### config.mk
export PLATFORM = sky130hd
export DESIGN_NAME = rsa_keygen_seq_flat
export DESIGN_NICKNAME = d
export VERILOG_FILES = /design/src/rtl/rsa_keygen_seq_if.sv /design/src/rtl/rsa_keygen_seq.sv /design/src/flat_wrapper.sv
export SDC_FILE = /design/constraint.sdc
export NUM_CORES = 1
export LEC_CHECK = 0
export ABC_AREA = 1
export CORE_MARGIN = 5
export CORE_UTILIZATION = 55
export DETAILED_ROUTE_END_ITERATION = 16
export GPL_ROUTABILITY_DRIVEN = 0
export PLACE_DENSITY_LB_ADDON = 0.08
export SYNTH_ARGS = -nofsm -noshare
export SYNTH_HDL_FRONTEND = slang
export SYNTH_SLANG_ARGS = --single-unit
### constraint.sdc
create_clock -name clk -period 24.6 [get_ports clk]
set_input_delay 6.15 -clock clk [delete_from_list [all_inputs] [get_ports clk]]
set_output_delay 6.15 -clock clk [all_outputs]
set_load 0.02 [all_outputs]
### src/rtl/rsa_keygen_seq_if.sv
// Handshake bundle for rsa_keygen_seq: request channel (P, Q, E) and
// response channel (N, D, err), each with its own valid/ready pair.
interface rsa_keygen_seq_if #(
  parameter int WIDTH = 8
);
  logic               in_valid;
  logic               in_ready;
  logic [WIDTH-1:0]   in_p;
  logic [WIDTH-1:0]   in_q;
  logic [2*WIDTH-1:0] in_e;
  logic               out_valid;
  logic               out_ready;
  logic [2*WIDTH-1:0] out_n;
  logic [2*WIDTH-1:0] out_d;
  logic               out_err;

  // Requester side: drives the request and accepts the response.
  modport master (
    output in_valid, in_p, in_q, in_e, out_ready,
    input  in_ready, out_valid, out_n, out_d, out_err
  );

  // Key generator side.
  modport slave (
    input  in_valid, in_p, in_q, in_e, out_ready,
    output in_ready, out_valid, out_n, out_d, out_err
  );
endinterface

### src/rtl/rsa_keygen_seq.sv
// Sequential RSA key generator: N = P*Q and D = E^-1 mod (P-1)(Q-1),
// computed with one extended-Euclid division step per clock.
// Optional feature macro: RSA_KEYGEN_VERIFY_EN adds a VERIFY state that
// re-checks (E*D) mod phi == 1 before presenting the result.
module rsa_keygen_seq #(
  parameter int WIDTH = 8
) (
  input  logic             clk,
  input  logic             rst,
  rsa_keygen_seq_if.slave  bus
);
  localparam int W2 = 2 * WIDTH;
  localparam int TW = W2 + 1;  // signed width of the Bezout coefficients

  typedef enum logic [2:0] {
    S_IDLE,
    S_ITER,
    S_FIX,
    S_VERIFY,
    S_DONE
  } state_e;

  state_e                state_q, state_d;
  logic [W2-1:0]         r0_q, r0_d, r1_q, r1_d;
  logic signed [TW-1:0]  t0_q, t0_d, t1_q, t1_d;
  logic [W2-1:0]         e_q, e_d, phi_q, phi_d, n_q, n_d;
  logic                  bad_q, bad_d;  // P or Q below 2
  logic                  in_ready_q, in_ready_d;
  logic                  out_valid_q, out_valid_d;
  logic [W2-1:0]         out_n_q, out_n_d, out_d_q, out_d_d;
  logic                  out_err_q, out_err_d;

  logic [W2-1:0]         quo, rem, n_full;
  logic signed [TW-1:0]  prod, t_fix;
  logic                  err_fix;

`ifdef RSA_KEYGEN_VERIFY_EN
  localparam int W4 = 2 * W2;
  logic [W4-1:0]         ed_prod, ed_mod;
`endif

  // Next-state and next-output logic for the whole FSM.
  always_comb begin
    // NOTE: every signal assigned here gets a default first so no path
    // leaves it unassigned, which would infer a latch.
    state_d     = state_q;
    r0_d        = r0_q;
    r1_d        = r1_q;
    t0_d        = t0_q;
    t1_d        = t1_q;
    e_d         = e_q;
    phi_d       = phi_q;
    n_d         = n_q;
    bad_d       = bad_q;
    in_ready_d  = in_ready_q;
    out_valid_d = out_valid_q;
    out_n_d     = out_n_q;
    out_d_d     = out_d_q;
    out_err_d   = out_err_q;
    quo         = '0;
    rem         = '0;
    n_full      = '0;
    prod        = '0;
    t_fix       = '0;
    err_fix     = 1'b0;
`ifdef RSA_KEYGEN_VERIFY_EN
    ed_prod     = '0;
    ed_mod      = '0;
`endif

    case (state_q)
      S_IDLE: begin
        if (bus.in_valid) begin
          n_full     = W2'(bus.in_p) * W2'(bus.in_q);
          n_d        = n_full;
          phi_d      = n_full - W2'(bus.in_p) - W2'(bus.in_q) + W2'(1);
          r0_d       = n_full - W2'(bus.in_p) - W2'(bus.in_q) + W2'(1);
          r1_d       = bus.in_e;
          t0_d       = '0;
          t1_d       = TW'(1);
          e_d        = bus.in_e;
          bad_d      = (bus.in_p < WIDTH'(2)) || (bus.in_q < WIDTH'(2));
          in_ready_d = 1'b0;
          state_d    = S_ITER;
        end
      end

      S_ITER: begin
        // Divide only while the divisor is non-zero.
        if (r1_q != '0) begin
          quo  = r0_q / r1_q;
          rem  = r0_q % r1_q;
          prod = $signed({1'b0, quo}) * t1_q;
          r0_d = r1_q;
          r1_d = rem;
          t0_d = t1_q;
          t1_d = t0_q - prod;
        end else begin
          state_d = S_FIX;
        end
      end

      S_FIX: begin
        err_fix   = (r0_q != W2'(1)) || (e_q == '0) || (e_q >= phi_q) || bad_q;
        t_fix     = t0_q[TW-1] ? (t0_q + $signed({1'b0, phi_q})) : t0_q;
        out_n_d   = n_q;
        out_err_d = err_fix;
        out_d_d   = err_fix ? '0 : t_fix[W2-1:0];
`ifdef RSA_KEYGEN_VERIFY_EN
        state_d   = S_VERIFY;
`else
        out_valid_d = 1'b1;
        state_d     = S_DONE;
`endif
      end

`ifdef RSA_KEYGEN_VERIFY_EN
      S_VERIFY: begin
        ed_prod = W4'(e_q) * W4'(out_d_q);
        if (phi_q != '0) ed_mod = ed_prod % W4'(phi_q);
        if ((phi_q == '0) || (ed_mod != W4'(1))) begin
          out_err_d = 1'b1;
          out_d_d   = '0;
        end
        out_valid_d = 1'b1;
        state_d     = S_DONE;
      end
`endif

      S_DONE: begin
        if (bus.out_ready) begin
          out_valid_d = 1'b0;
          in_ready_d  = 1'b1;
          state_d     = S_IDLE;
        end
      end

      default: begin
        out_valid_d = 1'b0;
        in_ready_d  = 1'b1;
        state_d     = S_IDLE;
      end
    endcase
  end

  // State and output registers; reset clears everything and reopens the input.
  always_ff @(posedge clk or posedge rst) begin
    // NOTE: sequential state uses non-blocking assignments so every flop
    // samples pre-edge values regardless of statement order.
    if (rst) begin
      state_q     <= S_IDLE;
      r0_q        <= '0;
      r1_q        <= '0;
      t0_q        <= '0;
      t1_q        <= '0;
      e_q         <= '0;
      phi_q       <= '0;
      n_q         <= '0;
      bad_q       <= 1'b0;
      in_ready_q  <= 1'b1;
      out_valid_q <= 1'b0;
      out_n_q     <= '0;
      out_d_q     <= '0;
      out_err_q   <= 1'b0;
    end else begin
      state_q     <= state_d;
      r0_q        <= r0_d;
      r1_q        <= r1_d;
      t0_q        <= t0_d;
      t1_q        <= t1_d;
      e_q         <= e_d;
      phi_q       <= phi_d;
      n_q         <= n_d;
      bad_q       <= bad_d;
      in_ready_q  <= in_ready_d;
      out_valid_q <= out_valid_d;
      out_n_q     <= out_n_d;
      out_d_q     <= out_d_d;
      out_err_q   <= out_err_d;
    end
  end

  assign bus.in_ready  = in_ready_q;
  assign bus.out_valid = out_valid_q;
  assign bus.out_n     = out_n_q;
  assign bus.out_d     = out_d_q;
  assign bus.out_err   = out_err_q;
endmodule
### src/flat_wrapper.sv
// flat-port wrapper written by rule: the top's interface ports become plain ports
module rsa_keygen_seq_flat 
#(
  parameter int WIDTH = 8
)
  (clk, rst, bus_in_valid, bus_in_p, bus_in_q, bus_in_e, bus_out_ready, bus_in_ready, bus_out_valid, bus_out_n, bus_out_d, bus_out_err);
  rsa_keygen_seq_if #(.WIDTH(WIDTH)) bus_i ();
  input  logic clk;
  input  logic rst;
  input wire logic [$bits(bus_i.in_valid)-1:0] bus_in_valid;
  input wire logic [$bits(bus_i.in_p)-1:0] bus_in_p;
  input wire logic [$bits(bus_i.in_q)-1:0] bus_in_q;
  input wire logic [$bits(bus_i.in_e)-1:0] bus_in_e;
  input wire logic [$bits(bus_i.out_ready)-1:0] bus_out_ready;
  output wire logic [$bits(bus_i.in_ready)-1:0] bus_in_ready;
  output wire logic [$bits(bus_i.out_valid)-1:0] bus_out_valid;
  output wire logic [$bits(bus_i.out_n)-1:0] bus_out_n;
  output wire logic [$bits(bus_i.out_d)-1:0] bus_out_d;
  output wire logic [$bits(bus_i.out_err)-1:0] bus_out_err;
  assign bus_i.in_valid = bus_in_valid;
  assign bus_i.in_p = bus_in_p;
  assign bus_i.in_q = bus_in_q;
  assign bus_i.in_e = bus_in_e;
  assign bus_i.out_ready = bus_out_ready;
  assign bus_in_ready = bus_i.in_ready;
  assign bus_out_valid = bus_i.out_valid;
  assign bus_out_n = bus_i.out_n;
  assign bus_out_d = bus_i.out_d;
  assign bus_out_err = bus_i.out_err;
  rsa_keygen_seq #(.WIDTH(WIDTH)) u_core (.clk(clk), .rst(rst), .bus(bus_i));
endmodule
==> out/results.ini <==
[grt]
grt_pass1_wl_mm=125
grt_usage=0.343
antenna_found_initial=1
use_met2=0.601
use_met1=0.422
overflow=0
grt_max_degree=80
grtUsageMet3=0.0510
first_global_vias=25094
top_usage_layer=met2

[worst_setup_path]
crit_slowest_cell=fa_1
cp_data_required_time_ps=24950
crit_path_start_kind=register
crit_fanout=8
path_class=reg -> reg
cpPeakStageDelay_ps=540
crit_arrival_ps=28160
crit_path_end_kind=register
cp_common_cell=nand2_2

[timing]
post-route-min-period_ps=27810
fmax_mhz=36.0
finClkSkew_ps=20.3
maxSlewHeadroom=0.219
drv_slew=0
period_share=1.13
hold_viol=0
tightest_slew_ps=1170
setup_viol=18
grt_setup_unrepaired=true
fin_ws_ps=-3210

[cts]
clockRootBuffer=clkbuf_16
clkLatencyLatePin_ps=450
h-tree-depth=4
clk_pin_slew_ps=90
clockBufferDepth=2
cts_tree=yes
clkSinkCount=153
numCtsBuffers=17

[outcome]
status=complete, but fails checks
violations=setup timing

[synth]
synthDistinctLibCells=57
synth_common_cells=828 x nand2_1, 569 x inv_1, 295 x ha_1, 204 x o21ai_0, 167 x a21oi_1
synth_ff_type=dfrtp_1
synth_nets=3641
syn_inst=3154
yosys_warnings=0
synth_edf_count=0
avgSynthCellArea_um2=7.10
synthesis.area_um2=22400
postSynth.asyncResetShare=1.00
synth_area_leaders=dfrtp_1 17%, ha_1 16%, fa_1 14%
synth_top_area_share=0.170
yosysMostFrequentCell=nand2_1
ys_ff_latch=153
synth-seq-area-share=0.171
yosysTopAreaCell=dfrtp_1

[finish]
final_util=0.808
diodes=0
n_fill_cell=2516
syn_to_final_growth_pct=46.2
register_area_um2=3830
fin_cells=4412
multi_input_area_um2=19000
drive_gt1_frac=0.344
layout.nets=4354

[run]
drv_cap=0

[route]
wl_per_cell_um=19.9
routed_wl_mm=87.8
drc=0
drt_iter0_drc=2526
drtPass1Iterations=8
vias_per_cell=5.80
vias=25579
ant_nets=0

[floorplanning]
dieArea_um2=44900
start_util=0.553
coreArea_um2=40600
ioPinCount=71
chipHeight_um=212
fp-row-count=74
die_w_um=212

[min_path]
hold_class=reg -> reg

[placed_design]
placed_cells=4145
dp_hpwl_mm=56.0
io_buffers=70
dp_slack_ps=-2350

## cell type report
cell class | instances | share of cell area
Clock buffer | 17 | 0.0130
Clock inverter | 15 | 0.00554
Timing Repair Buffer | 798 | 0.196
Timing Repair inverter | 2 | 0.000420
Tap cell | 532 | 0.0203
Multi-Input combinational cell | 2313 | 0.579
Sequential cell | 153 | 0.117
Inverter | 582 | 0.0686
## worst max-delay path: cells and delay by family, from the launching register on
kind,cells,cell delay (ps)
AOI/OAI and AO/OA,30,4630
xor gates and xnor gates,2,410
adders and majority gates,23,6340
buffers and inverters,54,5590
DFF,1,410
and+or+nand+nor,98,10300
## repair_timing
| action | in CTS | in global routing |
|---|---|---|
| hold buffers | 0 | 0 |
| setup endpoints to repair | 16 | 33 |
| buffers inserted | 183 | 67 |
| resized for setup | 322 | 309 |
| pin swaps | 218 | 260 |
| cloned | 3 | 0 |
## per-stage QoR
stage          hold slack (ps)  cell area [um^2]  TNS, ps
2_1_floorplan              442             23200     -171
3_3_place_gp               461             27800    -8780
3_5_place_dp               468             27800   -24510
4_1_cts                    488             31000   -10410
5_1_grt                    497             32800   -67570
6_report                   486             32800   -39350
## cells in the final DEF (no fill, tap or decap), types with 96 or more instances in the layout
master | synthesis | final
nand2_2 | 4 | 120
fa_1 | 156 | 146
dfrtp_1 | 152 | 152
buf_4 | 2 | 671
inv_1 | 569 | 494
a21oi_1 | 167 | 123
o21ai_0 | 204 | 146
nor2_1 | 133 | 112
ha_1 | 295 | 201
nand2_1 | 828 | 682
nand3_1 | 123 | 96
## registers in the layout, indices dropped and copies added, names as in the netlist, 3 cells and up
signal and count:
u_core.state_q 3, u_core.t0_q 17, u_core.e_q 16, u_core.n_q 16, u_core.r0_q 16, u_core.t1_q 17
u_core.r1_q 16, u_core.bus.out_n 16, u_core.bus.out_d 16, u_core.phi_q 16
## kinds of logic (layout without fill, tap and decap cells)
family                     Yosys count  in the layout  share of synthesized area
xor gates and xnor gates           143            143                     0.0559
DFF                                153            153                      0.171
and+or+nand+nor                   1204           1204                      0.224
muxes                                1              1                   0.000447
AOI/OAI and AO/OA                  514            514                      0.129
adders and majority gates          451            451                      0.304
buffers and inverters              688           1414                      0.116
## final timing paths
path / startpoint / slack, ps / endpoint / depth (start not counted)
setup / recovery: u_core.r1_q[0]$_DFFE_PP0P_ / -3210 / u_core.t1_q[16]$_DFFE_PP0P_ / 207
hold / removal: u_core.bus.out_d[15]$_DFFE_PP0P_ / 490 / u_core.bus.out_d[15]$_DFFE_PP0P_ / 2
setup reg to reg: u_core.r1_q[0]$_DFFE_PP0P_ / -3210 / u_core.t1_q[16]$_DFFE_PP0P_ / 207
hold reg to reg: u_core.bus.out_d[15]$_DFFE_PP0P_ / 490 / u_core.bus.out_d[15]$_DFFE_PP0P_ / 2
max in group asynchronous: rst / 16880 / u_core.e_q[8]$_DFFE_PP0P_ / 3
min in group asynchronous: rst / 6150 / u_core.t1_q[13]$_DFFE_PP0P_ / 2
## layer usage
layer | wire length (um) | part of all wire
met5 | 0 | 0
met4 | 6630 | 0.075
met3 | 7590 | 0.086
met2 | 42200 | 0.48
met1 | 31400 | 0.36
Power is not shown: default switching activity piles up to over one toggle a cycle in this logic, so the estimate is an artifact.
